`config.mk`:
```
export PLATFORM = sky130hd
export DESIGN_NAME = legv8_control_fsm
export DESIGN_NICKNAME = d
export VERILOG_FILES = /design/src/rtl/legv8_ctrl_pkg.sv /design/src/rtl/legv8_instr_decode.sv /design/src/rtl/legv8_control_fsm.sv
export SDC_FILE = /design/constraint.sdc
export NUM_CORES = 1
export LEC_CHECK = 0
export ABC_CLOCK_PERIOD_IN_PS = 2900
export CORE_MARGIN = 4
export CORE_UTILIZATION = 48
export CTS_CLUSTER_DIAMETER = 60
export DETAILED_ROUTE_END_ITERATION = 8
export GPL_TIMING_DRIVEN = 0
export PLACE_DENSITY = 0.86
export SYNTH_ARGS = -nofsm -noshare
export SYNTH_HDL_FRONTEND = slang
export SYNTH_SLANG_ARGS = --single-unit
```
`constraint.sdc`:
```
create_clock -name clock -period 2.9 [get_ports clock]
set_clock_uncertainty 0.15 [all_clocks]
set_input_delay 0.29 -clock clock [delete_from_list [all_inputs] [get_ports clock]]
set_output_delay 0.29 -clock clock [all_outputs]
set_load 0.02 [all_outputs]
```
`src/rtl/legv8_ctrl_pkg.sv`:
```
// rtl/legv8_ctrl_pkg.sv - shared types and constants for the LEGv8 multi-cycle control unit
package legv8_ctrl_pkg;

  // FSM states
  typedef enum logic [2:0] {
    S_FETCH   = 3'd0,
    S_DECODE  = 3'd1,
    S_EXECUTE = 3'd2,
    S_MEM     = 3'd3,
    S_HALT    = 3'd4
  } state_e;

  // Instruction classes produced by the decoder
  typedef enum logic [2:0] {
    CLS_ILLEGAL = 3'd0,
    CLS_ALU     = 3'd1,
    CLS_LDUR    = 3'd2,
    CLS_STUR    = 3'd3,
    CLS_CBZ     = 3'd4,
    CLS_CBNZ    = 3'd5,
    CLS_B       = 3'd6,
    CLS_BCOND   = 3'd7
  } instr_class_e;

  // Decoded fields latched at the end of DECODE
  typedef struct packed {
    instr_class_e cls;
    logic [4:0]   sa;
    logic [4:0]   sb;
    logic [4:0]   da;
    logic [4:0]   fs;
    logic         bsel;
    logic         set_flags;
    logic [3:0]   cond;
  } decode_t;

  // ALU function select: [4:2] op, [1] invert A, [0] invert B / carry-in
  localparam logic [4:0] FS_AND = 5'b00000;
  localparam logic [4:0] FS_ORR = 5'b00100;
  localparam logic [4:0] FS_ADD = 5'b01000;
  localparam logic [4:0] FS_SUB = 5'b01001;
  localparam logic [4:0] FS_EOR = 5'b01100;
  localparam logic [4:0] FS_LSL = 5'b10000;
  localparam logic [4:0] FS_LSR = 5'b10100;

  // 11-bit opcodes
  localparam logic [10:0] OP_ADD  = 11'b10001011000;
  localparam logic [10:0] OP_ADDS = 11'b10101011000;
  localparam logic [10:0] OP_SUB  = 11'b11001011000;
  localparam logic [10:0] OP_SUBS = 11'b11101011000;
  localparam logic [10:0] OP_AND  = 11'b10001010000;
  localparam logic [10:0] OP_ORR  = 11'b10101010000;
  localparam logic [10:0] OP_EOR  = 11'b11001010000;
  localparam logic [10:0] OP_LSL  = 11'b11010011011;
  localparam logic [10:0] OP_LSR  = 11'b11010011010;
  localparam logic [10:0] OP_LDUR = 11'b11111000010;
  localparam logic [10:0] OP_STUR = 11'b11111000000;
  // 10-bit opcodes
  localparam logic [9:0]  OP_ADDI = 10'b1001000100;
  localparam logic [9:0]  OP_SUBI = 10'b1101000100;
  localparam logic [9:0]  OP_ANDI = 10'b1001001000;
  localparam logic [9:0]  OP_ORRI = 10'b1011001000;
  // 8-bit opcodes
  localparam logic [7:0]  OP_CBZ   = 8'b10110100;
  localparam logic [7:0]  OP_CBNZ  = 8'b10110101;
  localparam logic [7:0]  OP_BCOND = 8'b01010100;
  // 6-bit opcodes
  localparam logic [5:0]  OP_B     = 6'b000101;

  // Control word bit positions
  localparam int CW_EN_ALU   = 0;
  localparam int CW_EN_MEM   = 1;
  localparam int CW_BSEL     = 2;
  localparam int CW_FS_LSB   = 3;
  localparam int CW_MEMWRITE = 8;
  localparam int CW_REGWRITE = 9;
  localparam int CW_DA_LSB   = 10;
  localparam int CW_SB_LSB   = 15;
  localparam int CW_SA_LSB   = 20;

  // PC source select
  localparam logic [1:0] PC_SEL_INC    = 2'b00;
  localparam logic [1:0] PC_SEL_TARGET = 2'b01;

  // B.cond condition codes
  localparam logic [3:0] COND_EQ = 4'h0;
  localparam logic [3:0] COND_NE = 4'h1;
  localparam logic [3:0] COND_MI = 4'h4;
  localparam logic [3:0] COND_PL = 4'h5;
  localparam logic [3:0] COND_HI = 4'h8;
  localparam logic [3:0] COND_LS = 4'h9;
  localparam logic [3:0] COND_GE = 4'hA;
  localparam logic [3:0] COND_LT = 4'hB;

  // flags = {V, C, N, Z}; unsupported codes are never taken
  function automatic logic cond_holds(input logic [3:0] cond, input logic [3:0] flags);
    logic v, c, n, z, r;
    {v, c, n, z} = flags;
    case (cond)
      COND_EQ: r = z;
      COND_NE: r = ~z;
      COND_MI: r = n;
      COND_PL: r = ~n;
      COND_HI: r = c & ~z;
      COND_LS: r = ~(c & ~z);
      COND_GE: r = (n == v);
      COND_LT: r = (n != v);
      default: r = 1'b0;
    endcase
    return r;
  endfunction

endpackage

```
`src/rtl/legv8_instr_decode.sv`:
```
// rtl/legv8_instr_decode.sv - combinational IR to register fields, class and immediate
// Optional B.cond decode is enabled by LEGV8_BCOND_EN.
module legv8_instr_decode
  import legv8_ctrl_pkg::*;
#(
  parameter int ADDR_W = 64
) (
  input  logic [31:0]       ir_i,
  output decode_t           dec_o,
  output logic [ADDR_W-1:0] imm_o
);

  logic [4:0] rd, rn, rm;
  assign rd = ir_i[4:0];
  assign rn = ir_i[9:5];
  assign rm = ir_i[20:16];

  // Opcode match, widest field first, then per-class register routing
  always_comb begin
    dec_o     = '0;
    dec_o.cls = CLS_ILLEGAL;
    imm_o     = '0;

    case (ir_i[31:21])
      OP_ADD:  begin dec_o.cls = CLS_ALU; dec_o.fs = FS_ADD; end
      OP_ADDS: begin dec_o.cls = CLS_ALU; dec_o.fs = FS_ADD; dec_o.set_flags = 1'b1; end
      OP_SUB:  begin dec_o.cls = CLS_ALU; dec_o.fs = FS_SUB; end
      OP_SUBS: begin dec_o.cls = CLS_ALU; dec_o.fs = FS_SUB; dec_o.set_flags = 1'b1; end
      OP_AND:  begin dec_o.cls = CLS_ALU; dec_o.fs = FS_AND; end
      OP_ORR:  begin dec_o.cls = CLS_ALU; dec_o.fs = FS_ORR; end
      OP_EOR:  begin dec_o.cls = CLS_ALU; dec_o.fs = FS_EOR; end
      OP_LSL, OP_LSR: begin
        dec_o.cls  = CLS_ALU;
        dec_o.fs   = (ir_i[21]) ? FS_LSL : FS_LSR;
        dec_o.bsel = 1'b1;
        imm_o      = {{(ADDR_W-6){1'b0}}, ir_i[15:10]};
      end
      OP_LDUR, OP_STUR: begin
        dec_o.cls  = (ir_i[22]) ? CLS_LDUR : CLS_STUR;
        dec_o.fs   = FS_ADD;
        dec_o.bsel = 1'b1;
        imm_o      = {{(ADDR_W-9){ir_i[20]}}, ir_i[20:12]};
      end
      default: ;
    endcase

    if (dec_o.cls == CLS_ILLEGAL) begin
      case (ir_i[31:22])
        OP_ADDI: begin dec_o.cls = CLS_ALU; dec_o.fs = FS_ADD; end
        OP_SUBI: begin dec_o.cls = CLS_ALU; dec_o.fs = FS_SUB; end
        OP_ANDI: begin dec_o.cls = CLS_ALU; dec_o.fs = FS_AND; end
        OP_ORRI: begin dec_o.cls = CLS_ALU; dec_o.fs = FS_ORR; end
        default: ;
      endcase
      if (dec_o.cls == CLS_ALU) begin
        dec_o.bsel = 1'b1;
        imm_o      = {{(ADDR_W-12){1'b0}}, ir_i[21:10]};
      end
    end

    if (dec_o.cls == CLS_ILLEGAL) begin
      case (ir_i[31:24])
        OP_CBZ:   dec_o.cls = CLS_CBZ;
        OP_CBNZ:  dec_o.cls = CLS_CBNZ;
`ifdef LEGV8_BCOND_EN
        OP_BCOND: dec_o.cls = CLS_BCOND;
`endif
        default: ;
      endcase
      if (dec_o.cls != CLS_ILLEGAL) begin
        dec_o.fs = FS_ADD;
        imm_o    = {{(ADDR_W-21){ir_i[23]}}, ir_i[23:5], 2'b00};
      end
    end

    if (dec_o.cls == CLS_ILLEGAL && ir_i[31:26] == OP_B) begin
      dec_o.cls = CLS_B;
      imm_o     = {{(ADDR_W-28){ir_i[25]}}, ir_i[25:0], 2'b00};
    end

    case (dec_o.cls)
      CLS_ALU: begin
        dec_o.sa = rn;
        dec_o.sb = dec_o.bsel ? 5'd0 : rm;
        dec_o.da = rd;
      end
      CLS_LDUR: begin dec_o.sa = rn; dec_o.da = rd; end
      CLS_STUR: begin dec_o.sa = rn; dec_o.sb = rd; end
      CLS_CBZ, CLS_CBNZ: begin dec_o.sa = rd; dec_o.sb = 5'd31; end
      CLS_BCOND: dec_o.cond = ir_i[3:0];
      default: ;
    endcase
  end

endmodule

```
`src/rtl/legv8_control_fsm.sv`:
```
// rtl/legv8_control_fsm.sv - multi-cycle LEGv8 control FSM (FETCH/DECODE/EXECUTE/MEM/HALT)
// Optional B.cond support is enabled by LEGV8_BCOND_EN.
module legv8_control_fsm
  import legv8_ctrl_pkg::*;
#(
  parameter int ADDR_W          = 64,
  parameter int HALT_ON_ILLEGAL = 1
) (
  input  logic              clock,
  input  logic              reset,
  input  logic [31:0]       instruction,
  input  logic [4:0]        status,
  output logic [24:0]       ControlWord,
  output logic [ADDR_W-1:0] constant,
  output logic              SL,
  output logic              ir_load,
  output logic              pc_load,
  output logic [1:0]        pc_sel,
  output logic              halt,
  output logic [2:0]        state
);

  state_e            state_q, state_d;
  logic [31:0]       ir_q, ir_d;
  decode_t           dec_q, dec_d, dec_w;
  logic [ADDR_W-1:0] imm_q, imm_d, imm_w;
  logic              halt_q, halt_d;

  logic [4:0]        sa, sb, da, fs;
  logic              reg_write, mem_write, bsel, en_mem, en_alu;
  logic [ADDR_W-1:0] const_w;
  logic              sl_w, ir_ld_w, pc_ld_w;
  logic [1:0]        pc_sel_w;
  logic              cb_taken, bcond_taken;

  legv8_instr_decode #(.ADDR_W(ADDR_W)) u_decode (
    .ir_i  (ir_q),
    .dec_o (dec_w),
    .imm_o (imm_w)
  );

  // State, instruction and decoded-field registers
  always_ff @(posedge clock) begin
    if (reset) begin
      state_q <= S_FETCH;
      ir_q    <= '0;
      dec_q   <= '0;
      imm_q   <= '0;
      halt_q  <= 1'b0;
    end else begin
      state_q <= state_d;
      ir_q    <= ir_d;
      dec_q   <= dec_d;
      imm_q   <= imm_d;
      halt_q  <= halt_d;
    end
  end

  // CBZ/CBNZ look at the live zero flag, B.cond at the registered flags
  assign cb_taken    = (dec_q.cls == CLS_CBZ) ? status[0] : ~status[0];
  assign bcond_taken = cond_holds(dec_q.cond, status[4:1]);

  // Next-state and per-state control sequencing
  always_comb begin
    state_d   = state_q;
    ir_d      = ir_q;
    dec_d     = dec_q;
    imm_d     = imm_q;
    halt_d    = halt_q;
    sa        = '0;
    sb        = '0;
    da        = '0;
    fs        = '0;
    reg_write = 1'b0;
    mem_write = 1'b0;
    bsel      = 1'b0;
    en_mem    = 1'b0;
    en_alu    = 1'b0;
    const_w   = '0;
    sl_w      = 1'b0;
    ir_ld_w   = 1'b0;
    pc_ld_w   = 1'b0;
    pc_sel_w  = PC_SEL_INC;

    case (state_q)
      S_FETCH: begin
        ir_ld_w = 1'b1;
        ir_d    = instruction;
        state_d = S_DECODE;
      end
      S_DECODE: begin
        dec_d = dec_w;
        imm_d = imm_w;
        if (dec_w.cls == CLS_ILLEGAL && HALT_ON_ILLEGAL != 0) begin
          state_d = S_HALT;
          halt_d  = 1'b1;
        end else begin
          state_d = S_EXECUTE;
        end
      end
      S_EXECUTE: begin
        state_d = S_FETCH;
        pc_ld_w = 1'b1;
        case (dec_q.cls)
          CLS_ALU: begin
            sa        = dec_q.sa;
            sb        = dec_q.sb;
            da        = dec_q.da;
            fs        = dec_q.fs;
            bsel      = dec_q.bsel;
            const_w   = imm_q;
            en_alu    = 1'b1;
            reg_write = 1'b1;
            sl_w      = dec_q.set_flags;
          end
          CLS_LDUR: begin
            sa      = dec_q.sa;
            fs      = FS_ADD;
            bsel    = 1'b1;
            const_w = imm_q;
            pc_ld_w = 1'b0;
            state_d = S_MEM;
          end
          CLS_STUR: begin
            sa        = dec_q.sa;
            sb        = dec_q.sb;
            fs        = FS_ADD;
            bsel      = 1'b1;
            const_w   = imm_q;
            mem_write = 1'b1;
          end
          CLS_CBZ, CLS_CBNZ: begin
            sa       = dec_q.sa;
            sb       = dec_q.sb;
            fs       = FS_ADD;
            const_w  = imm_q;
            pc_sel_w = cb_taken ? PC_SEL_TARGET : PC_SEL_INC;
          end
          CLS_B: begin
            const_w  = imm_q;
            pc_sel_w = PC_SEL_TARGET;
          end
          CLS_BCOND: begin
            const_w  = imm_q;
            pc_sel_w = bcond_taken ? PC_SEL_TARGET : PC_SEL_INC;
          end
          default: ;  // illegal treated as NOP: just advance the PC
        endcase
      end
      S_MEM: begin
        sa        = dec_q.sa;
        da        = dec_q.da;
        fs        = FS_ADD;
        bsel      = 1'b1;
        const_w   = imm_q;
        en_mem    = 1'b1;
        reg_write = 1'b1;
        pc_ld_w   = 1'b1;
        state_d   = S_FETCH;
      end
      S_HALT: halt_d = 1'b1;
      default: state_d = S_FETCH;
    endcase
  end

  // Reset forces every strobe low in the same cycle so an abandoned instruction writes nothing
  always_comb begin
    ControlWord = '0;
    constant    = '0;
    SL          = 1'b0;
    ir_load     = 1'b0;
    pc_load     = 1'b0;
    pc_sel      = PC_SEL_INC;
    if (!reset) begin
      ControlWord[CW_SA_LSB +: 5] = sa;
      ControlWord[CW_SB_LSB +: 5] = sb;
      ControlWord[CW_DA_LSB +: 5] = da;
      ControlWord[CW_REGWRITE]    = reg_write;
      ControlWord[CW_MEMWRITE]    = mem_write;
      ControlWord[CW_FS_LSB +: 5] = fs;
      ControlWord[CW_BSEL]        = bsel;
      ControlWord[CW_EN_MEM]      = en_mem;
      ControlWord[CW_EN_ALU]      = en_alu;
      constant = const_w;
      SL       = sl_w;
      ir_load  = ir_ld_w;
      pc_load  = pc_ld_w;
      pc_sel   = pc_sel_w;
    end
  end

  assign halt  = halt_q;
  assign state = state_q;

endmodule

```
# Word-level counts from Yosys, hierarchy flattened
# Cells that the tools add are included.
# totals
output_inout_bits	98
ff_bits	129
# op_classes
n_eq_ne	46
bitwise	5
n_reduce_logical	27
muxes	69
# op_table
operator	count
$mux W64	7
$pmux W64 S2	2
$eq A11 B11 Y1 const B	11
$pmux W5 S2	5
$eq A10 B10 Y1 const B	4
$mux W5	8
$mux W25	1
$pmux W5 S5	1
$eq A3 B3 Y1 const B	8
$mux W3	8
$mux W1	21
$pmux W5 S4	1
$reduce_or A4 Y1	5
$eq A3 B2 Y1 const B	6
$eq A4 B4 Y1 const B	4
$eq A8 B8 Y1 const B	2
$reduce_or A2 Y1	8
$logic_not A3 Y1	5
$pmux W5 S3	1
$eq A3 B1 Y1 const B	4
$pmux W3 S2	2
$pmux W3 S4	1
$pmux W1 S2	5
$reduce_or A9 Y1	1
21 further kinds	26

# Logic depth before layout (Yosys ltp)
# Gate-level depths: netlist of run 1.
# depth
ltp_word	15
depth_mapped	7

# Cells and area by module
# From an unflattened synthesis of run 1, not the netlist that was laid out.
# unflattened
cells_unflattened	870
area_unflattened_um2	6570.1
# modules_own_cells
mod	seq_area_each_um2	instances	area_per_inst_um2	cells_each
legv8_control_fsm	2582.5	1	5332.6	700
legv8_instr_decode	0.0	1	1237.4	170

# Worst setup path before layout of run 1
# OpenSTA, ideal clock, no wires.
# synth_timing
kind	reg2out
start	reg state_q[1] (netlist: state[1])
end	out constant[28]
stages_incl_launch_ff	7
arrival_ns	2.616
path_buffers	3
slack_ns	-0.156
cell_sequence	dfxtp_1 > clkbuf_1 > nand2_1 > a21oi_1 > clkbuf_1 > and2_1 > buf_4
# synth_between
elab_chain_cells	3
elab_cells_between_ends	4
classes_between	eq/ne: 2; mux: 2
# synth_rtl
item	line	rtl
from (decl)	legv8_control_fsm.sv:23	state_e state_q, state_d;
from (signal assigned)	legv8_control_fsm.sv:51	state_q <= state_d;
$eq A3 B2 Y1	legv8_control_fsm.sv:85	case (state_q)
$pmux W64 S2 (*)	legv8_control_fsm.sv:85	
$mux W64 (*)	legv8_control_fsm.sv:174	if (!reset) begin
to (decl)	legv8_control_fsm.sv:14	output logic [ADDR_W-1:0] constant,
# Every way passes the cells marked *; elsewhere a longest branch is shown, timed or not.

# Worst setup path in the final report of run 1
# layout_timing
start	reg state_q[2] (netlist: state[2])
end	out ControlWord[3]
# layout_between
elab_chain_cells	3
elab_cells_between_ends	4
classes_between	eq/ne: 2; mux: 2
# layout_rtl
item	line	rtl
$eq A3 B2 Y1	legv8_control_fsm.sv:85	
$pmux W5 S2 (*)	legv8_control_fsm.sv:85	
$mux W25 (*)	legv8_control_fsm.sv:174	
to (decl)	legv8_control_fsm.sv:13	output logic [24:0] ControlWord,
# Marks and branches as above.

==> out/qor.csv, run 1 <==
stage,metric,value,unit
run_status,status,"complete, no violations",
routing,routed vias/inst,5.63,
place,IO Port Bufs,133,
sta,final hold violations,0,
logic_synthesis,syn_area_per_cell,7.61,um2
place,pre-CTS worst setup slack,-0.928,ns
grt,Congestion Overflow GR,0,
power,Power Density,450,mW/mm2
logic_synthesis,synthesized instance count,642,
routing,per-cell routed wire length,17.2,um
sta,setup TNS,0,ns
floorplan,die footprint,0.0119,mm2
sta,Slew HR,37.5,%
grt,global-route wire length before repair,24700,um
worst_setup_path,critical path peak fanout,8,
place,DPL Wire Length,11500,um
sta,setup violators final,0,
clock_network,htree depth,3,
cells_and_area,synth-to-layout area growth,37.4,%
floorplan,die height,109,um
sta,post-layout min period,2.76,ns
run,max_cap viols,0,
power,worst vdd ir,0.291,mV
sta,final worst-path cycle share,95.3,%
grt,vias in the first global route,4886,
logic_synthesis,"Distinct cells, synth",57,
clock_network,CTS tree,built,
worst_hold_path,HP Class,flip-flop to flip-flop,
worst_setup_path,critical path capture point type,output port,
logic_synthesis,ys async rst share,0,%
routing,DRC,0,
floorplan,# IOs,137,
worst_setup_path,required time of the critical path,2.46,ns
floorplan,Rows,36,
power,"Power, Total",3.02,mW
clock_network,CTS Buf Count,9,
logic_synthesis,Synth Warn #,0,
sta,FMAX,362,MHz
power,Pleak,2.99,nW
cells_and_area,filler cell count,831,
clock_network,clock root buffer,clkbuf_8,
clock_network,CTS Hold Bufs,0,
floorplan,initial core utilization,49.6,%
clock_network,Clock Pin Slew Worst Setup and Hold Paths,0.09,ns
grt,gr usage total,26.4,%
place,gpl congestion,0.921,
sta,worst slew pin tran,0.930,ns
worst_setup_path,R2R cell count,6,
grt,initial antenna violation count,0,
cells_and_area,"most common cell after layout, fill and taps aside",nand2_1,
routing,DRT antenna net count,0,
logic_synthesis,synthesis-stage register bit count,92,
logic_synthesis,Post-synth EDFFs,0,
logic_synthesis,main area contributors after synthesis,"dfxtp_1 38%, nand2_1 9.7%, a21oi_1 6.6%",
routing,DRT Pass-1 Iters,5,
sta,final max-slew violation count,0,
clock_network,Clock Path Buffers,2,
logic_synthesis,post-synth top area cell,dfxtp_1,
logic_synthesis,Yosys top cell area share,37.7,%
floorplan,Core Footprint,0.00986,mm2
worst_setup_path,kind of critical path,flip-flop to output port,
worst_hold_path,Hold Path Stages,2,
clock_network,clk sinks,92,
worst_setup_path,crit start category,flip-flop,
routing,via count,5230,
grt,largest net degree at the start of global routing,16,
sta,RSZ-0062 raised after global routing,no,
cells_and_area,share of cells above drive strength 1,12.8,%
routing,DRT iter0 DRCs,416,
worst_setup_path,crit path DAT,2.32,ns
logic_synthesis,"Top FF cell, synth",dfxtp_1,
cells_and_area,n_diodes,0,
cells_and_area,"commonest cells after routing, fill and taps aside","125 x nand2_1, 89 x clkdlybuf4s50_1, 87 x dfxtp_1",
cells_and_area,nets,830,
logic_synthesis,synthesized area,0.00489,mm2
logic_synthesis,register area share after synthesis,37.7,%
routing,routed wire length,16000,um
clock_network,clk_lat worst skew,0.36,ns
floorplan,die width,109,um
sta,slack of the critical path,0.135,ns
[synthesized netlist by cell type (3+ instances only)]
master	n
nand3_1	11
o21bai_1	3
nor3b_1	3
clkbuf_1	36
dfxtp_1	92
buf_2	9
a31o_1	3
buf_4	39
o211ai_1	5
a22o_1	4
a31oi_1	3
inv_1	4
and2_1	46
nand2_1	126
nor2_1	43
a31o_2	3
nor3_1	15
a21o_1	7
or3_1	6
and3_1	13
nor2b_1	5
o21ai_0	29
nand4bb_1	3
o22ai_1	10
a21oi_1	64
a211oi_1	15
[through the flow]
step                cell area, um2  hold WS [ns]  utilization (%)  instances
finish                        6720         0.307             68.1        929
detailed placement            6390         0.289             64.8        909
global placement              6390         0.277             64.8        909
floorplan                     4890         0.267                -        643
CTS                           6650         0.310             67.4        928
global route                  6720         0.320             68.1        929
[final timing paths]
kind / from / to / slack, ns
max: state[2] / ControlWord[3] / 0.14
min: dec_q[4] / dec_q[4] / 0.31
max reg2reg: ir_q[29] / dec_q[26] / 0.44
min reg2reg: dec_q[4] / dec_q[4] / 0.31
[layer usage]
metal | track usage (%) | vias up | share of wire (%)
met4 | 9.83 | 0 | 2.8
met2 | 43.1 | 268 | 46
met1 | 34.8 | 2443 | 42
met5 | 0 | - | 0
li1 | - | 2475 | -
met3 | 4.74 | 44 | 9.1
[area by class of cell]
| type | count | area, um2 | area share [%] |
|---|---|---|---|
| sequential | 92 | 1850 | 27.5 |
| buffer | 80 | 470 | 7.00 |
| multi-input combinational | 463 | 2600 | 38.8 |
| clock inverter | 4 | 32.5 | 0.484 |
| timing repair buffer | 141 | 1420 | 21.1 |
| tap | 133 | 166 | 2.48 |
| inverter | 4 | 15.0 | 0.224 |
| clock buffer | 12 | 165 | 2.46 |
[timing repair]
item                       CTS  global route
pin swaps                    1             1
buffers inserted             6             2
setup endpoints to repair   77            26
hold endpoints to repair     0             0
resized for setup           36            27
gates cloned                 2             0
[critical path: stages (launching register included)]
cell and delay [ns]:
dfxtp_2 0.37, nor2_4 0.15, nand3_1 0.17, nor4_4 0.38
buf_4 0.18, and2_1 0.11, clkdlybuf4s50_1 0.60
[sequential cells by signal, summed over array words and instances, names as in the netlist]
signal  count
ir_q       32
dec_q      28
imm_q      28
state       3
halt        1
[power by group]
part           internal, mW  switching (mW)  leakage, nW
logic                 0.248           0.397         2.15
clock network         0.385           0.463       0.0948
registers              1.37           0.155        0.754
[kinds of logic after synthesis]
group,Yosys count,synth area share [%]
flops,92,37.7
xor+xnor,4,0.717
other cells,1,0.0767
buf+inv,90,10.2
simple gates,294,30.8
compound gates,161,20.6
(Power assumes the default switching activity.)
==> run 2, diff against run 1 <==
- RECOVER_POWER: default -> 25
- TNS_END_PERCENT: default -> 5
==> run 2 against run 1 <==
  * Worst hold slack about the same
  * First-iteration DRC count up 15%
  * Global-route usage down 0.16 points
  * Sequential power about the same
  * Power about the same
  * Core utilization down 1.1 points
  * Critical path depth down 1
  * Via count down 0.21%
==> out/qor.csv, run 2 (synthesis gave the netlist of run 1 again) <==
stage,metric,value,unit,change
worst_setup_path,crit start category,flip-flop,,
sta,RSZ-0062 raised after global routing,yes,,
run_status,status,"complete, no violations",,
worst_hold_path,HP Class,flip-flop to flip-flop,,
clock_network,CTS tree,built,,
worst_hold_path,Hold EP,dec_q[4],,
floorplan,initial core utilization,49.6,%,unchanged
worst_setup_path,"setup slack, reg-to-reg",0.43,ns,about the same
worst_hold_path,Worst Hold Launch,dec_q[4],,
worst_setup_path,Critical R2R Launch,ir_q[29],,
grt,global-route wire length before repair,24600,um,-0.64%
run,max_cap viols,0,,unchanged
grt,vias in the first global route,4862,,-0.49%
worst_setup_path,crit path DAT,2.37,ns,+0.05 ns
routing,per-cell routed wire length,17.0,um,-1.2%
cells_and_area,synth-to-layout area growth,35.2,%,
place,DPL Wire Length,11500,um,unchanged
sta,slack of the critical path,0.0886,ns,-0.0468 ns
worst_setup_path,required time of the critical path,2.46,ns,about the same
power,worst vdd ir,0.290,mV,-0.46%
sta,setup violators final,0,,unchanged
sta,Slew HR,36.9,%,-0.61 points
worst_hold_path,Hold Path Stages,2,,unchanged
cells_and_area,Final Cell Area,0.00661,mm2,-1.6%
clock_network,Clock Pin Slew Worst Setup and Hold Paths,0.09,ns,about the same
sta,final hold violations,0,,unchanged
floorplan,# IOs,137,,unchanged
clock_network,clock root buffer,clkbuf_8,,
floorplan,die footprint,0.0119,mm2,unchanged
grt,initial antenna violation count,0,,unchanged
clock_network,CTS Buf Count,9,,unchanged
clock_network,Clock Path Buffers,2,,unchanged
cells_and_area,largest reg by FF count,ir_q,,
routing,DRC,0,,unchanged
worst_setup_path,critical path capture point type,output port,,
place,IO Port Bufs,133,,unchanged
power,Power Density,457,mW/mm2,+1.6%
cells_and_area,share of cells above drive strength 1,16.3,%,+3.5 points
cells_and_area,"most common cell after layout, fill and taps aside",nand2_1,,
clock_network,htree depth,3,,unchanged
grt,gr usage total,26.2,%,-0.16 points
routing,via count,5219,,-0.21%
grt,Congestion Overflow GR,0,,unchanged
sta,post-layout min period,2.81,ns,+0.0468 ns
cells_and_area,nets,827,,-0.36%
sta,final worst-path cycle share,96.9,%,+1.6 points
routing,DRT Pass-1 Iters,5,,unchanged
grt,largest net degree at the start of global routing,19,,+3
place,gpl congestion,0.921,,unchanged
cells_and_area,"commonest cells after routing, fill and taps aside","125 x nand2_1, 89 x dfxtp_1, 86 x clkdlybuf4s50_1",,
sta,final max-slew violation count,0,,unchanged
floorplan,die height,109,um,unchanged
worst_setup_path,critical path peak fanout,10,,+2
clock_network,clk sinks,92,,unchanged
clock_network,clk_lat worst skew,0.36,ns,about the same
power,Pleak,2.76,nW,-7.7%
routing,DRT iter0 DRCs,480,,+15%
worst_setup_path,worst reg2reg endpoint,dec_q[26],,
routing,routed wire length,15700,um,-1.5%
floorplan,Rows,36,,unchanged
routing,routed vias/inst,5.64,,+0.11%
worst_setup_path,kind of critical path,flip-flop to output port,,
cells_and_area,Largest register FFs,32,,unchanged
floorplan,Core Footprint,0.00986,mm2,unchanged
place,pre-CTS worst setup slack,-0.928,ns,unchanged
routing,DRT antenna net count,0,,unchanged
floorplan,die width,109,um,unchanged
sta,worst slew pin tran,0.939,ns,+0.00915 ns
sta,FMAX,356,MHz,-1.7%
place,Placed Instance Area,0.00639,mm2,unchanged
cells_and_area,n_diodes,0,,unchanged
cells_and_area,biggest regs,"ir_q x32, dec_q x28, imm_q x28",,
worst_setup_path,R2R cell count,6,,unchanged
[run 2: cell count changes in the layout (fill, tap and decap cells not counted), sizes merged]
cell / change
buf: +29
clkbuf: +1
clkdlybuf4s50: -3
dlygate4sd2: -21
dlymetal6s2s: -9
[run 2: critical path: stages (launching register included)]
cell             delay, ns
dfxtp_1               0.48
clkbuf_1              0.38
a21oi_1               0.08
nor2_1                0.29
and2_1                0.18
clkdlybuf4s50_1       0.61
[run 2: cell type report]
cell class,count,area (um2)
clock buffer,12,165
buffer,81,474
inverter,4,15.0
multi-input combinational,463,2600
fill,843,3260
clock inverter,4,32.5
timing repair buffer,137,1310
sequential,92,1850
tap,133,166
[run 2: power breakdown]
part | internal (mW) | leakage [nW] | switching, mW | total, mW
Combinational | 0.248 | 1.92 | 0.396 | 0.644
Sequential | 1.37 | 0.753 | 0.153 | 1.53
Clock | 0.385 | 0.0948 | 0.467 | 0.852
[run 2: routing by layer]
metal  GRT usage (%)  routed length, um  vias to the layer above
met5               0                  0                        -
met4            9.83                567                        0
met3            4.80               1660                       49
met2            42.7               7120                      305
met1            34.6               6370                     2394
li1                -                  -                     2471
[run 2: worst max path at each step]
stage / end / slack, ns / from
floorplan: constant[28] / 0.20 / state[1]
global placement: constant[30] / -0.82 / reset
detailed placement: constant[48] / -0.93 / reset
CTS: constant[48] / 0.02 / state[2]
global route: ControlWord[24] / -0.08 / state[0]
finish: ControlWord[24] / 0.09 / state[0]
[run 2: through the flow]
step	cells	TNS (ns)	util [%]	hold WS, ns	total power, mW
after floorplan	643	0	-	0.267	1.91
after global placement	909	-34.28	64.8	0.277	2.15
after detailed placement	909	-39.02	64.8	0.289	2.17
after CTS	924	0	66.9	0.310	3.01
after global routing	926	-0.350	67.0	0.320	3.16
final	926	0	67.0	0.307	3.02
[run 2: timing repair]
action	CTS	global route
gates cloned	2	0
gates resized for setup	34	30
pin swaps	1	1
hold buffers	0	0
endpoints found under the setup margin	77	28
setup buffers	2	2
endpoints found under the hold margin	0	0
==> run 3, diff against run 2 <==
- HOLD_SLACK_MARGIN: default -> 0.06
- PLACE_DENSITY: 0.86 -> 0.88
==> run 3 against run 2 <==
  * Clock-buffer cell count fell by 2
  * Combinational power barely moved
  * Final area is 0.13% higher
  * Worst hold slack better by 0.00095 ns
  * Power down 2.4%
  * Global-route usage about the same
  * Maximum frequency decreased by 0.44%
  * Register-to-register slack got worse by 0.21 ns
  * Non-clock buffer count rose by 6
  * First-iteration DRC count grew 3.1%
  * Critical path type unchanged
  * Largest cell class unchanged
  * Largest power group unchanged
  * Highest routed layer unchanged
==> out/qor.csv, run 3 (synthesis gave the netlist of run 1 again) <==
stage,metric,value,unit,change
grt,Congestion Overflow GR,0,,unchanged
grt,largest net degree at the start of global routing,19,,unchanged
worst_setup_path,critical path peak fanout,10,,unchanged
run_status,status,"complete, no violations",,
worst_setup_path,highest-delay cell along the critical path,clkdlybuf4s50_1,,
clock_network,CTS Hold Bufs,0,,unchanged
floorplan,Core Footprint,0.00986,mm2,unchanged
routing,DRT antenna net count,0,,unchanged
clock_network,clk_lat worst skew,0.37,ns,about the same
sta,setup violators final,0,,unchanged
clock_network,CTS tree,built,,
sta,final max-slew violation count,0,,unchanged
worst_setup_path,crit start category,flip-flop,,
worst_setup_path,WP buf/inv,2,,unchanged
worst_setup_path,kind of critical path,flip-flop to output port,,
grt,vias in the first global route,4712,,-3.1%
worst_setup_path,critical path capture point type,output port,,
cells_and_area,Util after Layout,67.1,%,+0.089 points
floorplan,# IOs,137,,unchanged
place,Placed Instance Area,0.00639,mm2,unchanged
sta,post-layout min period,2.82,ns,+0.0123 ns
routing,routed vias/inst,5.60,,-0.57%
routing,routed wire length,15800,um,+0.55%
cells_and_area,register area,0.00184,mm2,-0.20%
routing,DRT Pass-1 Iters,6,,+1
floorplan,die footprint,0.0119,mm2,unchanged
sta,RSZ-0062 raised after global routing,yes,,
clock_network,Clock Pin Slew Worst Setup and Hold Paths,0.10,ns,about the same
clock_network,htree depth,3,,unchanged
power,Power Density,445,mW/mm2,-2.6%
cells_and_area,Largest register FFs,32,,unchanged
power,worst vdd ir,0.362,mV,+25%
worst_setup_path,crit path DAT,2.38,ns,about the same
cells_and_area,biggest regs,"ir_q x32, dec_q x28, imm_q x28",,
worst_setup_path,CP Cell Sequence,clkbuf_1 > a21oi_1 > nor2_1 > and2_1 > clkdlybuf4s50_1,,
cells_and_area,"commonest cells after routing, fill and taps aside","125 x nand2_1, 92 x dfxtp_1, 81 x buf_4",,
grt,global-route wire length before repair,24300,um,-1.1%
sta,final worst-path cycle share,97.4,%,+0.42 points
sta,final hold violations,0,,unchanged
place,DPL Wire Length,11400,um,-1.1%
sta,worst slew pin tran,1.02,ns,+0.0846 ns
worst_setup_path,required time of the critical path,2.46,ns,about the same
clock_network,Clock Path Buffers,2,,unchanged
floorplan,die height,109,um,unchanged
power,Pleak,2.97,nW,+7.6%
routing,DRT iter0 DRCs,495,,+3.1%
floorplan,initial core utilization,49.6,%,unchanged
cells_and_area,filler cell count,842,,-0.12%
worst_setup_path,"slowest stage delay, CP",0.61,ns,about the same
routing,via count,5223,,+0.077%
clock_network,clk sinks,92,,unchanged
place,gpl congestion,0.916,,-0.48%
floorplan,die width,109,um,unchanged
grt,initial antenna violation count,0,,unchanged
worst_setup_path,"setup slack, reg-to-reg",0.22,ns,-0.21 ns
floorplan,Rows,36,,unchanged
cells_and_area,"most common cell after layout, fill and taps aside",nand2_1,,
clock_network,CTS Buf Count,9,,unchanged
worst_setup_path,crit-path leading delay family,buffers and inverters,,
clock_network,clock root buffer,clkbuf_8,,
run,max_cap viols,0,,unchanged
place,IO Port Bufs,133,,unchanged
cells_and_area,n_diodes,0,,unchanged
sta,FMAX,354,MHz,-0.44%
routing,DRC,0,,unchanged
sta,Slew HR,31.2,%,-5.7 points
grt,gr usage total,26.2,%,-0.034 points
sta,final hold slack,0.308,ns,+0.000949 ns
routing,per-cell routed wire length,17.0,um,about the same
cells_and_area,area of the multi-input gates,0.00257,mm2,-1.2%
worst_hold_path,HP Class,flip-flop to flip-flop,,
cells_and_area,nets,833,,+0.73%
cells_and_area,largest reg by FF count,ir_q,,
cells_and_area,share of cells above drive strength 1,15.5,%,-0.75 points
cells_and_area,Final Cell Area,0.00662,mm2,+0.13%
cells_and_area,synth-to-layout area growth,35.4,%,
==> run 3: changes by cell type in the layout (fill, tap and decap cells not counted), sizes merged <==
cell	previous run	this run
buf	86	88
clkbuf	44	46
clkinv	2	3
inv	4	5
clkdlybuf4s50	86	71
dlygate4sd2	2	3
dlygate4sd3	0	3
dlymetal6s2s	12	23
==> run 3: final timing paths <==
| path | from | end | depth (start not counted) |
|---|---|---|---|
| hold / removal | dec_q[6] | dec_q[6] | 2 |
| setup / recovery | state[0] | ControlWord[22] | 5 |
| hold reg to reg | dec_q[6] | dec_q[6] | 2 |
| setup reg to reg | ir_q[30] | dec_q[14] | 7 |
==> run 3: worst min-delay path, cell delays in order (launching register included) <==
cell and delay, ns:
dfxtp_1 0.32, nand2_1 0.05, a21oi_1 0.05
==> run 3: final cells by class <==
| cell class | count | share of cell area (%) |
|---|---|---|
| clock inverters | 6 | 0.756 |
| well taps | 133 | 2.51 |
| repair buffers | 142 | 20.7 |
| inverters | 4 | 0.227 |
| flip-flops and latches | 92 | 27.8 |
| clock buffers | 10 | 1.93 |
| multi-input cells | 463 | 38.9 |
| plain buffers | 82 | 7.15 |
==> run 3: what timing repair did <==
item / in CTS / in global routing
cloned: 2 / 0
pin swaps: 1 / 1
setup endpoints to repair: 75 / 18
buffers inserted: 2 / 7
resized for setup: 48 / 24
==> run 3: metal layers <==
metal	wire [um]	track usage [%]
met5	0	0
met4	563	10.8
met3	1530	3.26
met2	7260	42.5
met1	6460	35.3
==> run 3: per-stage QoR <==
stage / power, mW / TNS [ns] / worst slack [ns] / std cells
2_1_floorplan: 1.91 / 0 / 0.204 / 643
3_3_place_gp: 2.15 / -37.06 / -0.873 / 909
3_5_place_dp: 2.17 / -46.19 / -1.06 / 909
4_1_cts: 2.95 / -0.314 / -0.109 / 926
5_1_grt: 3.10 / -0.322 / -0.0567 / 932
6_report: 2.95 / 0 / 0.0763 / 932
==> run 3: power breakdown <==
part           internal, mW  switching [mW]  leakage [nW]  total (mW)
logic                 0.244           0.400          2.14       0.645
registers              1.37           0.143         0.752        1.51
clock network         0.319           0.470        0.0831       0.789
